--- config.mk ---
export PLATFORM = sky130hd
export DESIGN_NAME = ram8_bist
export DESIGN_NICKNAME = d
export VERILOG_FILES = /design/src/rtl/ram8_bist_pkg.sv /design/src/rtl/ram8_bist_pat.sv /design/src/rtl/ram8_bist.sv
export SDC_FILE = /design/constraint.sdc
export NUM_CORES = 1
export LEC_CHECK = 0
export CORE_MARGIN = 5
export CORE_UTILIZATION = 36
export CTS_CLUSTER_DIAMETER = 100
export DETAILED_ROUTE_END_ITERATION = 8
export GPL_ROUTABILITY_DRIVEN = 1
export PLACE_DENSITY = 0.88
export SYNTH_ARGS = -nofsm -noshare
export SYNTH_HDL_FRONTEND = slang
export SYNTH_SLANG_ARGS = --single-unit
--- constraint.sdc ---
create_clock -name clk -period 2.5 [get_ports clk]
set_clock_uncertainty 0.05 [all_clocks]
set_input_delay 0.375 -clock clk [delete_from_list [all_inputs] [get_ports clk]]
set_output_delay 0.375 -clock clk [all_outputs]
set_load 0.02 [all_outputs]
--- src/rtl/ram8_bist_pkg.sv ---
// Shared constants and state encodings for the ram8 BIST engine.
package ram8_bist_pkg;

  localparam int RAM8_DEPTH = 8;
  localparam int RAM8_AW    = 3;
  localparam int RAM8_DW    = 16;

  localparam logic [2:0] ST_IDLE      = 3'd0;
  localparam logic [2:0] ST_WRITE     = 3'd1;
  localparam logic [2:0] ST_READ      = 3'd2;
  localparam logic [2:0] ST_DONE      = 3'd3;
  localparam logic [2:0] ST_WRITE_INV = 3'd4;
  localparam logic [2:0] ST_READ_INV  = 3'd5;

endpackage

--- src/rtl/ram8_bist_pat.sv ---
// Test pattern generator: PATTERN_BASE + a (mod 2^16), optionally inverted.
// Shared by the write-data path and the read-compare path.
module ram8_bist_pat
  import ram8_bist_pkg::*;
#(
  parameter logic [RAM8_DW-1:0] PATTERN_BASE = 16'h1234
) (
  input  logic [RAM8_AW-1:0] a_i,
  input  logic               inv_i,
  output logic [RAM8_DW-1:0] pat_o
);

  logic [RAM8_DW-1:0] sum;

  assign sum   = PATTERN_BASE + {{(RAM8_DW-RAM8_AW){1'b0}}, a_i};
  assign pat_o = inv_i ? ~sum : sum;

endmodule

--- src/rtl/ram8_bist.sv ---
// BIST engine and host access port for one ram8 instance.
// Optional inverted-data pass enabled by defining RAM8_BIST_INVERT_PASS_EN.
module ram8_bist
  import ram8_bist_pkg::*;
#(
  parameter logic [RAM8_DW-1:0] PATTERN_BASE = 16'h1234
) (
  input  logic               clk,
  input  logic               reset,
  input  logic               start,
  input  logic [RAM8_AW-1:0] host_address,
  input  logic [RAM8_DW-1:0] host_in,
  input  logic               host_load,
  output logic [RAM8_DW-1:0] host_out,
  output logic [RAM8_AW-1:0] ram_address,
  output logic [RAM8_DW-1:0] ram_in,
  output logic               ram_load,
  input  logic [RAM8_DW-1:0] ram_out,
  output logic               busy,
  output logic               done,
  output logic               pass,
  output logic [RAM8_AW-1:0] fail_addr
);

  localparam logic [RAM8_AW-1:0] LAST_A = RAM8_AW'(RAM8_DEPTH - 1);

  logic [2:0]         state_q, state_d;
  logic [RAM8_AW-1:0] a_q, a_d;
  logic               pass_q, pass_d;
  logic [RAM8_AW-1:0] fail_q, fail_d;
  logic               write_ph, inv_ph;
  logic [RAM8_DW-1:0] pat;

  assign write_ph = (state_q == ST_WRITE) || (state_q == ST_WRITE_INV);
  assign inv_ph   = (state_q == ST_WRITE_INV) || (state_q == ST_READ_INV);
  assign busy     = write_ph || (state_q == ST_READ) || (state_q == ST_READ_INV);
  assign done     = (state_q == ST_DONE);

  ram8_bist_pat #(.PATTERN_BASE(PATTERN_BASE)) u_pat (
    .a_i   (a_q),
    .inv_i (inv_ph),
    .pat_o (pat)
  );

  always_comb begin
    state_d = state_q;
    a_d     = a_q;
    pass_d  = pass_q;
    fail_d  = fail_q;
    case (state_q)
      ST_IDLE: begin
        if (start) begin
          state_d = ST_WRITE;
          a_d     = '0;
          pass_d  = 1'b0;
          fail_d  = '0;
        end
      end
      ST_WRITE, ST_WRITE_INV: begin
        if (a_q == LAST_A) begin
          state_d = (state_q == ST_WRITE) ? ST_READ : ST_READ_INV;
          a_d     = '0;
        end else begin
          a_d = a_q + 3'd1;
        end
      end
      ST_READ, ST_READ_INV: begin
        // First mismatch aborts the run and latches its address.
        if (ram_out != pat) begin
          fail_d  = a_q;
          pass_d  = 1'b0;
          state_d = ST_DONE;
          a_d     = '0;
        end else if (a_q == LAST_A) begin
          a_d = '0;
`ifdef RAM8_BIST_INVERT_PASS_EN
          if (state_q == ST_READ) begin
            state_d = ST_WRITE_INV;
          end else begin
            pass_d  = 1'b1;
            state_d = ST_DONE;
          end
`else
          pass_d  = 1'b1;
          state_d = ST_DONE;
`endif
        end else begin
          a_d = a_q + 3'd1;
        end
      end
      ST_DONE: state_d = ST_IDLE;
      default: state_d = ST_IDLE;
    endcase
  end

  always_ff @(posedge clk or posedge reset) begin
    if (reset) begin
      state_q <= ST_IDLE;
      a_q     <= '0;
      pass_q  <= 1'b0;
      fail_q  <= '0;
    end else begin
      state_q <= state_d;
      a_q     <= a_d;
      pass_q  <= pass_d;
      fail_q  <= fail_d;
    end
  end

  // Host owns the RAM port whenever no test phase is active, DONE included.
  assign ram_address = busy ? a_q : host_address;
  assign ram_in      = busy ? pat : host_in;
  assign ram_load    = busy ? write_ph : host_load;
  assign host_out    = ram_out;
  assign pass        = pass_q;
  assign fail_addr   = fail_q;

endmodule

Word-level counts from Yosys, hierarchy flattened
Index checks and enable logic that the tools add are counted.

word-level totals
  bits in registers = 10
  word-level logic and storage cells = 51

operators by class
  add/subtract/negate cells = 2
  eq/ne operators = 11
  mux-type cells = 20
  bitwise logic cells = 1
  reductions and logical operators = 13

operators by type and width
  kind                                                                   number
  16-bit two-way mux                                                     2
  3-bit two-way mux                                                      10
  3-bit case mux with 3 select lines                                     2
  16-bit != test                                                         1
  16-bit NOT                                                             1
  13-bit by 3-bit adder with 14-bit output, first input constant         1
  3-bit equality test, second input constant                             3
  3-bit AND reduction                                                    3
  3-bit by 2-bit equality test with 1-bit output, second input constant  2
  2-bit != test, second input constant                                   3
  3-bit case mux with 2 select lines                                     1
  1-bit logical OR                                                       4
  1-bit two-way mux                                                      4
  2-bit OR reduction                                                     2
  3-bit by 1-bit adder with 3-bit output, second input constant          1
  3-bit by 1-bit equality test with 1-bit output, second input constant  1
  3-bit logical NOT                                                      1
  3-bit != test, second input constant                                   1
  3-bit nonzero test                                                     1
  1-bit case mux with 2 select lines                                     1
  2-bit AND reduction                                                    1
  2-bit nonzero test                                                     1

Longest topological paths before layout
Gate-level depths: netlist of run 1.

  depth in word-level cells = 6
  gate-level depth with buffers = 7
  depth with buffers taken out = 6

By module
Synthesis of run 1 repeated with hierarchy kept, for this count alone.

second synthesis, totals
  cell total of the unflattened synthesis = 145
  area, all modules = 1315.0 µm²

modules (own cells, without submodules)
  module         times used  cells an instance  area each (µm²)  seq. area each (µm²)
  ram8_bist      1           128                1182.4           250.2
  ram8_bist_pat  1           17                 132.6            0.0

Least setup slack after synthesis of run 1
Ideal clock, no wire load.

  path kind = reg-to-output
  from = register state_q[2]
  to = output port ram_address[0]
  arrival = 1703 ps
  required time = 2075 ps
  path slack = 372 ps
  stages on the path, launching flop included = 6
  cell sequence = dfrtp_1 -> buf_2 -> or2_1 -> and2_1 -> a21oi_2 -> mux2_1

between the ends
  cells in the longest elaborated chain, start to end = 5
  elaborated cells on any way between the ends = 8

RTL lines
  element                                                                                line              text
  start, declared                                                                        ram8_bist.sv:27   logic [2:0] state_q, state_d;
  start signal, assigned                                                                 ram8_bist.sv:103  state_q <= state_d;
  3-bit by 1-bit equality test with 1-bit output or 3-bit equality test (tied branches)  ram8_bist.sv:34   assign write_ph = (state_q == ST_WRITE) || (state_q == ST_WRITE_INV);
  1-bit logical OR                                                                       ram8_bist.sv:34
  1-bit logical OR                                                                       ram8_bist.sv:36   assign busy = write_ph || (state_q == ST_READ) || (state_q == ST_READ_INV);
  1-bit logical OR (*)                                                                   ram8_bist.sv:36
  named net busy                                                                         ram8_bist.sv:19   output logic busy,
  3-bit two-way mux (*)                                                                  ram8_bist.sv:111  assign ram_address = busy ? a_q : host_address;
  end, declared                                                                          ram8_bist.sv:15   output logic [RAM8_AW-1:0] ram_address,

Mark *: on every way through the listed nets, which the timed path passes. The rest lies on a longest branch.

Worst setup path after layout of run 1
  from = register state_q[1]
  to = output port ram_in[0]

between the ends
  cells in the longest elaborated chain, start to end = 5
  elaborated cells on any way between the ends = 10

RTL lines
  element                                                                                line                              text
  3-bit by 1-bit equality test with 1-bit output or 3-bit equality test (tied branches)  ram8_bist.sv:34, ram8_bist.sv:35
  1-bit logical OR                                                                       ram8_bist.sv:34
  1-bit logical OR (2 in series)                                                         ram8_bist.sv:36
  16-bit two-way mux (*)                                                                 ram8_bist.sv:112                  assign ram_in = busy ? pat : host_in;
  end, declared                                                                          ram8_bist.sv:16                   output logic [RAM8_DW-1:0] ram_in,

Every way passes the cells marked *; elsewhere a longest branch is shown, timed or not.

==> results.md, run 1 <==
| Parameter | This run | Unit |
| --- | --- | --- |
| Warning count from the yosys run | 0 | - |
| Fraction of power spent switching nets | 0.477 | - |
| Combined flip-flop and latch cell area | 250 | sq um |
| Top-Level Pins | 81 | - |
| DRC marker count from the first detailed-route iteration | 71 | - |
| Combinational power share | 0.740 | - |
| Via density | 5.04 | - |
| DRC violations left | 0 | - |
| Sum of net half-perimeters after detailed placement | 3170 | um |
| Syn_nets | 223 | - |
| Vias in the first global route | 1344 | - |
| CP bufs+invs | 2 | - |
| Dominant synthesized flop cell | sky130_fd_sc_hd__dfrtp_1 | - |
| Clock buffers created by TritonCTS | 3 | - |
| Period utilization | 0.949 | - |
| Placer's final routability congestion estimate | 0.889 | - |
| CTS clock-pin slew for the worst setup and hold paths | 50 | ps |
| Cell with the most instances on the worst path | sky130_fd_sc_hd__a21oi_1 | - |
| Rows | 22 | - |
| Number of enable flip-flop cells after synthesis | 0 | - |
| Leak | 1.02 | nW |
| Clock network latency to the later pin of the worst-skew pair | 240 | ps |
| Most common library cell in the layout ignoring fill and taps | sky130_fd_sc_hd__clkdlybuf4s50_1 | - |
| Number of H-tree levels | 1 | - |
| Core region area | 3610 | sq um |
| Max-cap violations | 0 | - |
| Maximum single-stage delay on the critical path | 620 | ps |
| Die outline area | 4970 | sq um |
| Total via count after detailed routing | 1472 | - |
| Placed Instance Area | 2070 | sq um |
| Portion of total power attributed to the clock network | 0.109 | - |
| Element type at the critical path end | output pin | - |
| Horizontal extent of the die | 70.5 | um |
| Largest buffer count on any clock path | 2 | - |
| Critical path class | reg -> out | - |
| Sequential share of power | 0.151 | - |
| Synth Register Bits | 10 | - |
| Areal power density over the cells | 871 | nW/um^2 |
| Commonest non-fill, non-tap cells in the layout | 61 x sky130_fd_sc_hd__clkdlybuf4s50_1, 32 x sky130_fd_sc_hd__a21oi_1, 28 x sky130_fd_sc_hd__nand2_1 | - |
| Library cell with the largest summed area after synthesis | sky130_fd_sc_hd__dfrtp_1 | - |
| Number of buffers inserted by hold repair at cts | 0 | - |
| Result of the run | finished, final reports clean | - |
| Fraction of layout instances using a drive strength above 1 | 0.0943 | - |
| Data arrival time of the critical path | 1950 | ps |
| Net count reported at finish | 286 | - |
| Internal power consumption | 0.987 | mW |
| Dominant cells by area after synthesis | sky130_fd_sc_hd__dfrtp_1 19%, sky130_fd_sc_hd__a21oi_1 12%, sky130_fd_sc_hd__buf_4 9.7% | - |
| Max Fclk | 421 | MHz |
| Final max-slew violation count | 0 | - |
| Cell count after placement | 288 | - |
| Critical path data required time | 2080 | ps |
| GRT Residual Overflow | 0 | - |
| Number of sinks on the clock net | 10 | - |
| Net switching power of the design | 0.899 | mW |
| Fill count | 321 | - |
| Number of instances in the synthesized netlist | 182 | - |
| Number of antenna-violating nets in the routed design | 0 | - |
| Async S/R FF share, synth | 1.00 | - |
| First drt pass iteration count | 4 | - |
| Period minus WS final | 2370 | ps |
| Routed wire length | 4030 | um |
| Slowest-stage cell, CP | sky130_fd_sc_hd__clkdlybuf4s50_1 | - |
| Post-DR wirelength/cell | 13.8 | um |
| Design area | 2160 | sq um |
| Synthesized area | 1320 | sq um |
| IO buf count | 80 | - |
| Layout-stage area growth over the synthesis result | 64.4 | % |
| Effective utilization at floorplan | 0.365 | - |
| Hold crit path type | in -> async | - |
| Peak supply drop | 0.000501 | V |
| Library cell used as clock root buffer | sky130_fd_sc_hd__clkbuf_8 | - |
| Final core utilization | 0.600 | - |
| Count of cell types in the netlist | 50 | - |
| Relative slew margins | 0.668 | - |
| TritonCTS clock tree | built | - |
| Y dimension of the die | 70.5 | um |
| Mean instance size in the synthesized netlist | 7.23 | sq um |
| Sequential fraction of the synthesis area | 0.190 | - |
| Worst hold margin | 357 | ps |
| Setup crit start kind | register | - |
| Critical Path Fanout Max | 31 | - |
| Final std cells w/o fill | 292 | - |
| Global-route wire length before repair | 6290 | um |
| CP delay by family, top | buffers and inverters | - |
| Hold Vio Cnt, Final | 0 | - |
| Global-route usage over all layers | 0.152 | - |
| Unrepaired setup endpoints after global routing | no | - |
| Post-CTS setup-driven buffer insertion count | 0 | - |
| Inserted Diodes | 0 | - |
| Area used by multi-input combinational logic | 862 | sq um |
| Sum of negative setup slack | 0 | ps |
| Share of the synthesized area in the top cell type | 0.190 | - |
| Pin count of the biggest net entering global routing | 32 | - |
| Actual slew at the worst max-slew pin | 493 | ps |
| Final count of negative-setup-slack endpoints | 0 | - |
| Cell breakdown of the critical path | buf_12 -> nor2_1 -> a21oi_1 -> a22o_1 -> a21oi_1 -> clkdlybuf4s50_1 | - |
| Number of antenna violations at the first check in global routing | 0 | - |
==> worst paths after layout <==
check / slack (ps) / cells after the start / from / endpoint
max: 130 / 6 / state_q[1] / ram_in[0]
min: 360 / 2 / reset / fail_addr[0]
max reg2reg: 380 / 7 / state_q[1] / fail_addr[0]
min reg2reg: 450 / 2 / pass / pass
max in group asynchronous: 1760 / 2 / reset / state_q[1]
min in group clk: 450 / 2 / pass / pass
==> cell type report <==
cell class / count / area share
repair buffers: 86 / 0.417
multi-input cells: 135 / 0.398
flip-flops and latches: 10 / 0.116
well taps: 48 / 0.0277
clock buffers: 4 / 0.0254
inverters: 9 / 0.0156
==> sequential cells by signal, summed over array words and instances, names as in the netlist <==
name,count
fail_addr,3
pass,1
a_q,3
state_q,3
==> power groups by stage <==
stage | Combinational, mW | Clock, mW | Sequential, mW
2_1_floorplan | 0.923 | 0 | 0.251
3_3_place_gp | 1.41 | 0 | 0.286
3_5_place_dp | 1.44 | 0 | 0.288
4_1_cts | 1.41 | 0.211 | 0.285
5_1_grt | 1.51 | 0.226 | 0.294
6_report | 1.40 | 0.206 | 0.285
==> routing by layer <==
layer	vias to the layer above	GRT usage	wire length, um
li1	755	-	-
met5	-	0	0
met4	0	0.0362	37
met2	40	0.265	2060
met1	672	0.183	1680
met3	5	0.0446	250
==> cells in the mapped netlist (3+ instances only) <==
cell / count
sky130_fd_sc_hd__a21oi_1: 32
sky130_fd_sc_hd__nand2_1: 28
sky130_fd_sc_hd__buf_4: 17
sky130_fd_sc_hd__nor2_1: 13
sky130_fd_sc_hd__dfrtp_1: 10
sky130_fd_sc_hd__inv_1: 8
sky130_fd_sc_hd__mux2i_1: 5
sky130_fd_sc_hd__clkbuf_1: 4
sky130_fd_sc_hd__nor2b_1: 4
sky130_fd_sc_hd__nor3_1: 4
sky130_fd_sc_hd__o21ai_0: 4
sky130_fd_sc_hd__o21ai_1: 4
sky130_fd_sc_hd__buf_1: 3
sky130_fd_sc_hd__buf_2: 3
sky130_fd_sc_hd__mux2_1: 3
==> metrics by stage <==
| step | total power [mW] | setup WS [ps] |
|---|---|---|
| final | 1.89 | 127 |
| after global routing | 2.03 | 19.8 |
| after CTS | 1.91 | 32.7 |
| after detailed placement | 1.72 | 139 |
| after global placement | 1.70 | 142 |
| after floorplan | 1.17 | 372 |
==> kinds of logic after synthesis <==
| logic type | synth area share |
|---|---|
| adder cells (fa/ha/maj) | 0.0266 |
| flip-flops | 0.190 |
| AO/OA/AOI/OAI | 0.247 |
| AND/OR/NAND/NOR | 0.262 |
| multiplexers | 0.0855 |
| buffers and inverters | 0.163 |
| XOR/XNOR | 0.0257 |
==> repair_timing <==
item | 4_1_cts | 5_1_grt
setup endpoints to repair | 4 | 15
pin swaps | 0 | 0
resized for setup | 4 | 17
No activity file was read; power rests on OpenSTA's default activity.
==> inputs of run 2 (changes only) <==
Settings changed: ABC_AREA set to 1, CORE_UTILIZATION 36 to 35, PLACE_DENSITY 0.88 to 0.9.
==> results.md, run 2 <==
| Parameter | This run | Unit | vs previous |
| --- | --- | --- | --- |
| Dominant cells by area after synthesis | sky130_fd_sc_hd__nand2_1 22%, sky130_fd_sc_hd__dfrtp_1 22%, sky130_fd_sc_hd__buf_4 10% | - |  |
| Synth Register Bits | 10 | - | unchanged |
| Pin count of the biggest net entering global routing | 18 | - | -44% |
| Number of enable flip-flop cells after synthesis | 0 | - | unchanged |
| Horizontal extent of the die | 67.5 | um | -4.2% |
| CTS clock-pin slew for the worst setup and hold paths | 70 | ps | +20 ps |
| Net count reported at finish | 299 | - | +4.5% |
| Placed Instance Area | 1890 | sq um | -8.8% |
| First drt pass iteration count | 4 | - | unchanged |
| Mean instance size in the synthesized netlist | 6.08 | sq um | -16% |
| Period minus WS final | 2380 | ps | +8.25 ps |
| Hold crit path type | in -> async | - |  |
| Clock buffers created by TritonCTS | 3 | - | unchanged |
| Async S/R FF share, synth | 1.00 | - | unchanged |
| Leak | 1.01 | nW | -1.0% |
| Period utilization | 0.953 | - | +0.00330 |
| Rows | 20 | - | -9.1% |
| Actual slew at the worst max-slew pin | 396 | ps | -96.3 ps |
| Most repeated cell in the gate-level netlist after synthesis | sky130_fd_sc_hd__nand2_1 | - |  |
| Number of antenna violations at the first check in global routing | 0 | - | unchanged |
| Number of H-tree levels | 1 | - | unchanged |
| Library cell used as clock root buffer | sky130_fd_sc_hd__clkbuf_4 | - |  |
| Post-CTS setup-driven buffer insertion count | 0 | - | unchanged |
| Setup crit start kind | register | - |  |
| GRT Residual Overflow | 0 | - | unchanged |
| Data arrival time of the critical path | 1960 | ps | about the same |
| Commonest cells in the synthesized netlist | 68 x sky130_fd_sc_hd__nand2_1, 20 x sky130_fd_sc_hd__inv_1, 20 x sky130_fd_sc_hd__nor2_1 | - |  |
| Global-route wire length before repair | 5840 | um | -7.1% |
| Post-DR wirelength/cell | 11.5 | um | -16% |
| Library cell with the largest summed area after synthesis | sky130_fd_sc_hd__nand2_1 | - |  |
| Sequential fraction of the synthesis area | 0.216 | - | +0.0263 |
| Worst setup timing slack at the placement stage | 195 | ps | +56.0 ps |
| Placer's final routability congestion estimate | 0.881 | - | -0.94% |
| Die outline area | 4550 | sq um | -8.3% |
| Max-cap violations | 0 | - | unchanged |
| Vias in the first global route | 1368 | - | +1.8% |
| Total Power Consumption | 1.95 | mW | +3.4% |
| Commonest non-fill, non-tap cells in the layout | 68 x sky130_fd_sc_hd__nand2_1, 60 x sky130_fd_sc_hd__clkdlybuf4s50_1, 20 x sky130_fd_sc_hd__inv_1 | - |  |
| Largest buffer count on any clock path | 2 | - | unchanged |
| Share of the synthesized area in the top cell type | 0.221 | - | +0.0307 |
| Sum of net half-perimeters after detailed placement | 2920 | um | -7.9% |
| IO buf count | 80 | - | unchanged |
| Layout-stage area growth over the synthesis result | 66.3 | % |  |
| Fraction of layout instances using a drive strength above 1 | 0.105 | - | +0.0108 |
| Design area | 1920 | sq um | -11% |
| Result of the run | finished, final reports clean | - |  |
| Syn_nets | 231 | - | +3.6% |
| Total via count after detailed routing | 1373 | - | -6.7% |
| Routed wire length | 3470 | um | -14% |
| Critical path data required time | 2080 | ps | about the same |
| Critical Path Fanout Max | 8 | - | -74% |
| Most common library cell in the layout ignoring fill and taps | sky130_fd_sc_hd__nand2_1 | - |  |
| Global-route usage over all layers | 0.164 | - | +0.0113 |
| Number of buffers inserted by hold repair at cts | 0 | - | unchanged |
| Unrepaired setup endpoints after global routing | no | - |  |
| Core region area | 3100 | sq um | -14% |
| Max Fclk | 420 | MHz | -0.35% |
| Final worst setup slack | 118 | ps | -8.25 ps |
| Sum of negative setup slack | 0 | ps | unchanged |
| TritonCTS clock tree | built | - |  |
| Number of instances in the synthesized netlist | 190 | - | +4.4% |
| Element type at the critical path end | output pin | - |  |
| Final count of negative-setup-slack endpoints | 0 | - | unchanged |
| Worst hold margin | 320 | ps | -37.1 ps |
| Relative slew margins | 0.736 | - | +0.0674 |
| Warning count from the yosys run | 0 | - | unchanged |
| Inserted Diodes | 0 | - | unchanged |
| Count of cell types in the netlist | 27 | - | -46% |
| Cells resized by post-CTS repair | 15 | - | +11 |
| Clock network latency to the later pin of the worst-skew pair | 280 | ps | +40 ps |
| Effective utilization at floorplan | 0.373 | - | +0.00756 |
| Final max-slew violation count | 0 | - | unchanged |
| Hold Vio Cnt, Final | 0 | - | unchanged |
| Top-Level Pins | 81 | - | unchanged |
| Number of antenna-violating nets in the routed design | 0 | - | unchanged |
| Synthesized area | 1160 | sq um | -12% |
| DRC violations left | 0 | - | unchanged |
| Number of sinks on the clock net | 10 | - | unchanged |
| Via density | 4.56 | - | -9.5% |
| Y dimension of the die | 67.5 | um | -4.2% |
| DRC marker count from the first detailed-route iteration | 36 | - | -49% |
| Fill count | 302 | - | -5.9% |
| Critical path class | reg -> out | - |  |
| Areal power density over the cells | 1010 | nW/um^2 | +16% |
| Dominant synthesized flop cell | sky130_fd_sc_hd__dfrtp_1 | - |  |
| Peak supply drop | 0.000763 | V | +52% |
[run 2: per-layer routing]
metal	up-vias	global-route usage	routed length, um
met5	-	0	0
met2	52	0.279	1690
li1	710	-	-
met4	0	0.0506	48
met1	604	0.190	1420
met3	7	0.0582	314
[run 2: report_power, final]
group          leakage, nW  internal [mW]  switching (mW)  total (mW)
Combinational        0.854          0.605           0.945        1.55
Sequential           0.132          0.204          0.0440       0.248
Clock               0.0210         0.0887          0.0641       0.153
Total                 1.01          0.897            1.05        1.95
[run 2: cells by family (layout without fill, tap and decap cells)]
logic type | count (synthesis) | after routing | share of synthesized area
adders and majority gates | 2 | 2 | 0.0216
and+or+nand+nor | 113 | 113 | 0.435
buffers and inverters | 45 | 112 | 0.219
AOI/OAI and AO/OA | 20 | 20 | 0.108
DFF | 10 | 10 | 0.216
[run 2: final timing paths]
check | start | to | slack (ps) | cells after the start
max | state_q[2] | busy | 120 | 6
min | reset | a_q[2] | 320 | 2
max reg2reg | state_q[1] | state_q[0] | 690 | 13
min reg2reg | fail_addr[0] | fail_addr[0] | 440 | 2
max in group asynchronous | reset | state_q[2] | 1780 | 2
min in group clk | fail_addr[0] | fail_addr[0] | 440 | 2
[run 2: stage by stage]
| stage | util | std cells |
|---|---|---|
| 6_report | 0.620 | 301 |
| 5_1_grt | 0.620 | 301 |
| 4_1_cts | 0.614 | 301 |
| 3_5_place_dp | 0.608 | 297 |
| 3_3_place_gp | 0.608 | 297 |
| 2_1_floorplan | - | 190 |
[run 2: worst max-delay path, cell delays in order (launching register included)]
cell and delay, ps:
sky130_fd_sc_hd__dfrtp_2 450, sky130_fd_sc_hd__nor2_1 140, sky130_fd_sc_hd__inv_2 70, sky130_fd_sc_hd__a21oi_4 180, sky130_fd_sc_hd__nor2_2 70, sky130_fd_sc_hd__inv_2 130, sky130_fd_sc_hd__clkdlybuf4s50_1 630
[run 2: area by class of cell]
type	instances	area, sq um	area share
inverter	24	96.3	0.0501
sequential	10	251	0.131
tap	44	55.1	0.0286
multi-input combinational	135	656	0.341
timing repair buffer	84	828	0.431
clock buffer	4	36.3	0.0189
==> inputs of run 3 (changes only) <==
Settings changed: CORE_UTILIZATION 35 to 32, PLACE_DENSITY 0.9 to 0.85.
==> results.md, run 3 (same netlist as run 2, synthesis figures left out) <==
| Parameter | This run | Unit | vs previous |
| --- | --- | --- | --- |
| Result of the run | finished, final reports clean | - |  |
| Max Fclk | 428 | MHz | +1.8% |
| Critical R2R Capture | state_q[1] | - |  |
| Placer's final routability congestion estimate | 0.912 | - | +3.6% |
| Worst hold margin | 325 | ps | +4.72 ps |
| Areal power density over the cells | 1020 | nW/um^2 | +0.55% |
| Number of sinks on the clock net | 10 | - | unchanged |
| Element type at the critical path end | output pin | - |  |
| Combined flip-flop and latch cell area | 250 | sq um | -0.50% |
| Via density | 4.44 | - | -2.7% |
| Leak | 0.998 | nW | -0.95% |
| CTS clock-pin slew for the worst setup and hold paths | 70 | ps | about the same |
| Global-route wire length before repair | 5510 | um | -5.6% |
| Setup crit start kind | register | - |  |
| Number of H-tree levels | 1 | - | unchanged |
| Total via count after detailed routing | 1349 | - | -1.7% |
| Final max-slew violation count | 0 | - | unchanged |
| Internal power consumption | 0.915 | mW | +2.0% |
| Sum of negative setup slack | 0 | ps | unchanged |
| Sum of net half-perimeters after detailed placement | 2910 | um | -0.35% |
| Routed wire length | 3410 | um | -1.7% |
| Commonest non-fill, non-tap cells in the layout | 68 x sky130_fd_sc_hd__nand2_1, 59 x sky130_fd_sc_hd__clkdlybuf4s50_1, 20 x sky130_fd_sc_hd__inv_1 | - |  |
| Most common library cell in the layout ignoring fill and taps | sky130_fd_sc_hd__nand2_1 | - |  |
| Fraction of layout instances using a drive strength above 1 | 0.105 | - | -0.000407 |
| Relative slew margins | 0.742 | - | +0.00628 |
| Largest buffer count on any clock path | 2 | - | unchanged |
| Effective utilization at floorplan | 0.338 | - | -0.0341 |
| Clock buffers created by TritonCTS | 3 | - | unchanged |
| DRC marker count from the first detailed-route iteration | 31 | - | -14% |
| Data arrival time of the critical path | 1910 | ps | -50 ps |
| Post-DR wirelength/cell | 11.2 | um | -2.7% |
| Inserted Diodes | 0 | - | unchanged |
| Net count reported at finish | 300 | - | +0.33% |
| Combinational power share | 0.799 | - | +0.004 |
| Fill count | 332 | - | +9.9% |
| Top-Level Pins | 81 | - | unchanged |
| Horizontal extent of the die | 70.1 | um | +3.9% |
| DRC violations left | 0 | - | unchanged |
| IO buf count | 80 | - | unchanged |
| Library cell used as clock root buffer | sky130_fd_sc_hd__clkbuf_4 | - |  |
| Critical path data required time | 2080 | ps | about the same |
| Hold crit path type | in -> async | - |  |
| Worst reg2reg path depth | 13 | - | unchanged |
| Y dimension of the die | 70.1 | um | +3.9% |
| Clock network latency to the later pin of the worst-skew pair | 270 | ps | about the same |
| Critical Path Fanout Max | 14 | - | +6 |
| Peak supply drop | 0.000688 | V | -9.8% |
| Post-CTS setup-driven buffer insertion count | 0 | - | unchanged |
| Global-route usage over all layers | 0.135 | - | -0.0286 |
| Vias in the first global route | 1247 | - | -8.8% |
| Max-cap violations | 0 | - | unchanged |
| Actual slew at the worst max-slew pin | 387 | ps | -9.42 ps |
| Period utilization | 0.936 | - | -0.0171 |
| Flop-to-flop setup slack | 700 | ps | about the same |
| First drt pass iteration count | 4 | - | unchanged |
| Area used by multi-input combinational logic | 656 | sq um | unchanged |
| Critical path launch point | state_q[0] | - |  |
| Rows | 21 | - | +5.0% |
| Number of antenna-violating nets in the routed design | 0 | - | unchanged |
| Layout-stage area growth over the synthesis result | 67.1 | % |  |
| Core region area | 3420 | sq um | +10% |
| Period minus WS final | 2340 | ps | -42.7 ps |
| Critical path class | reg -> out | - |  |
| GRT Residual Overflow | 0 | - | unchanged |
| Portion of total power attributed to the clock network | 0.077 | - | about the same |
| Sequential share of power | 0.125 | - | -0.002 |
| Number of antenna violations at the first check in global routing | 0 | - | unchanged |
| TritonCTS clock tree | built | - |  |
| Final count of negative-setup-slack endpoints | 0 | - | unchanged |
| Unrepaired setup endpoints after global routing | no | - |  |
| Hold Vio Cnt, Final | 0 | - | unchanged |
| Worst R2R Start | state_q[1] | - |  |
| Pin count of the biggest net entering global routing | 18 | - | unchanged |
| Net switching power of the design | 1.06 | mW | +0.21% |
| Fraction of power spent switching nets | 0.536 | - | -0.00430 |
| Die outline area | 4910 | sq um | +7.9% |
==> run 3: cell types whose count changed in the layout (fill, tap and decap cells not counted), sizes merged <==
cell | before | now
clkdlybuf4s50 | 60 | 59
buf | 4 | 5
clkdlybuf4s15 | 0 | 1
==> run 3: worst max-delay path by stage <==
stage                      to
6_report       ram_address[2]
5_1_grt             ram_in[0]
4_1_cts             ram_in[4]
3_5_place_dp        ram_in[2]
3_3_place_gp   ram_address[1]
2_1_floorplan  ram_address[1]
==> run 3: through the flow <==
step                      total power, mW  instances  utilization  cell area (sq um)  worst slack, ps
after global routing                 2.14        304        0.566               1930             2.16
after detailed placement             1.95        300        0.555               1900              154
after floorplan                      1.23        190            -               1160              502
final                                1.97        304        0.566               1930              161
after CTS                            2.00        304        0.561               1920             48.8
after global placement               1.93        300        0.555               1900              285
==> run 3: power groups by stage <==
stage                     clock, mW  sequential, mW  combinational (mW)
after floorplan                   0           0.251               0.982
after global placement            0           0.248                1.68
after detailed placement          0           0.247                1.70
after CTS                     0.155           0.245                1.60
after global routing          0.162           0.253                1.72
final                         0.151           0.246                1.57
==> run 3: cell type report <==
cell class	count	share of cell area
clock buffers	4	0.0188
inverters	24	0.0499
multi-input cells	135	0.339
flip-flops and latches	10	0.130
well taps	46	0.0298
repair buffers	85	0.433
==> run 3: metal layers <==
| metal | vias to the layer above | wire length, um | track usage |
|---|---|---|---|
| met1 | 579 | 1380 | 0.151 |
| met4 | 0 | 17 | 0.0191 |
| met5 | - | 0 | 0 |
| met2 | 55 | 1700 | 0.242 |
| met3 | 4 | 322 | 0.0588 |
| li1 | 711 | - | - |
==> run 3: timing repair <==
item / CTS / global route
gates resized for setup: 16 / 7
cloned: 0 / 0
endpoints found under the setup margin: 20 / 7
hold buffers: 0 / 0
hold endpoints to repair: 0 / 0
==> run 3: critical path: stages (launching register included) <==
cell and delay (ps):
sky130_fd_sc_hd__dfrtp_1 430, sky130_fd_sc_hd__nor2_2 180, sky130_fd_sc_hd__inv_1 90, sky130_fd_sc_hd__nor2_1 140, sky130_fd_sc_hd__nor2_2 90, sky130_fd_sc_hd__buf_4 180
sky130_fd_sc_hd__o21ai_0 160, sky130_fd_sc_hd__dlygate4sd2_1 360
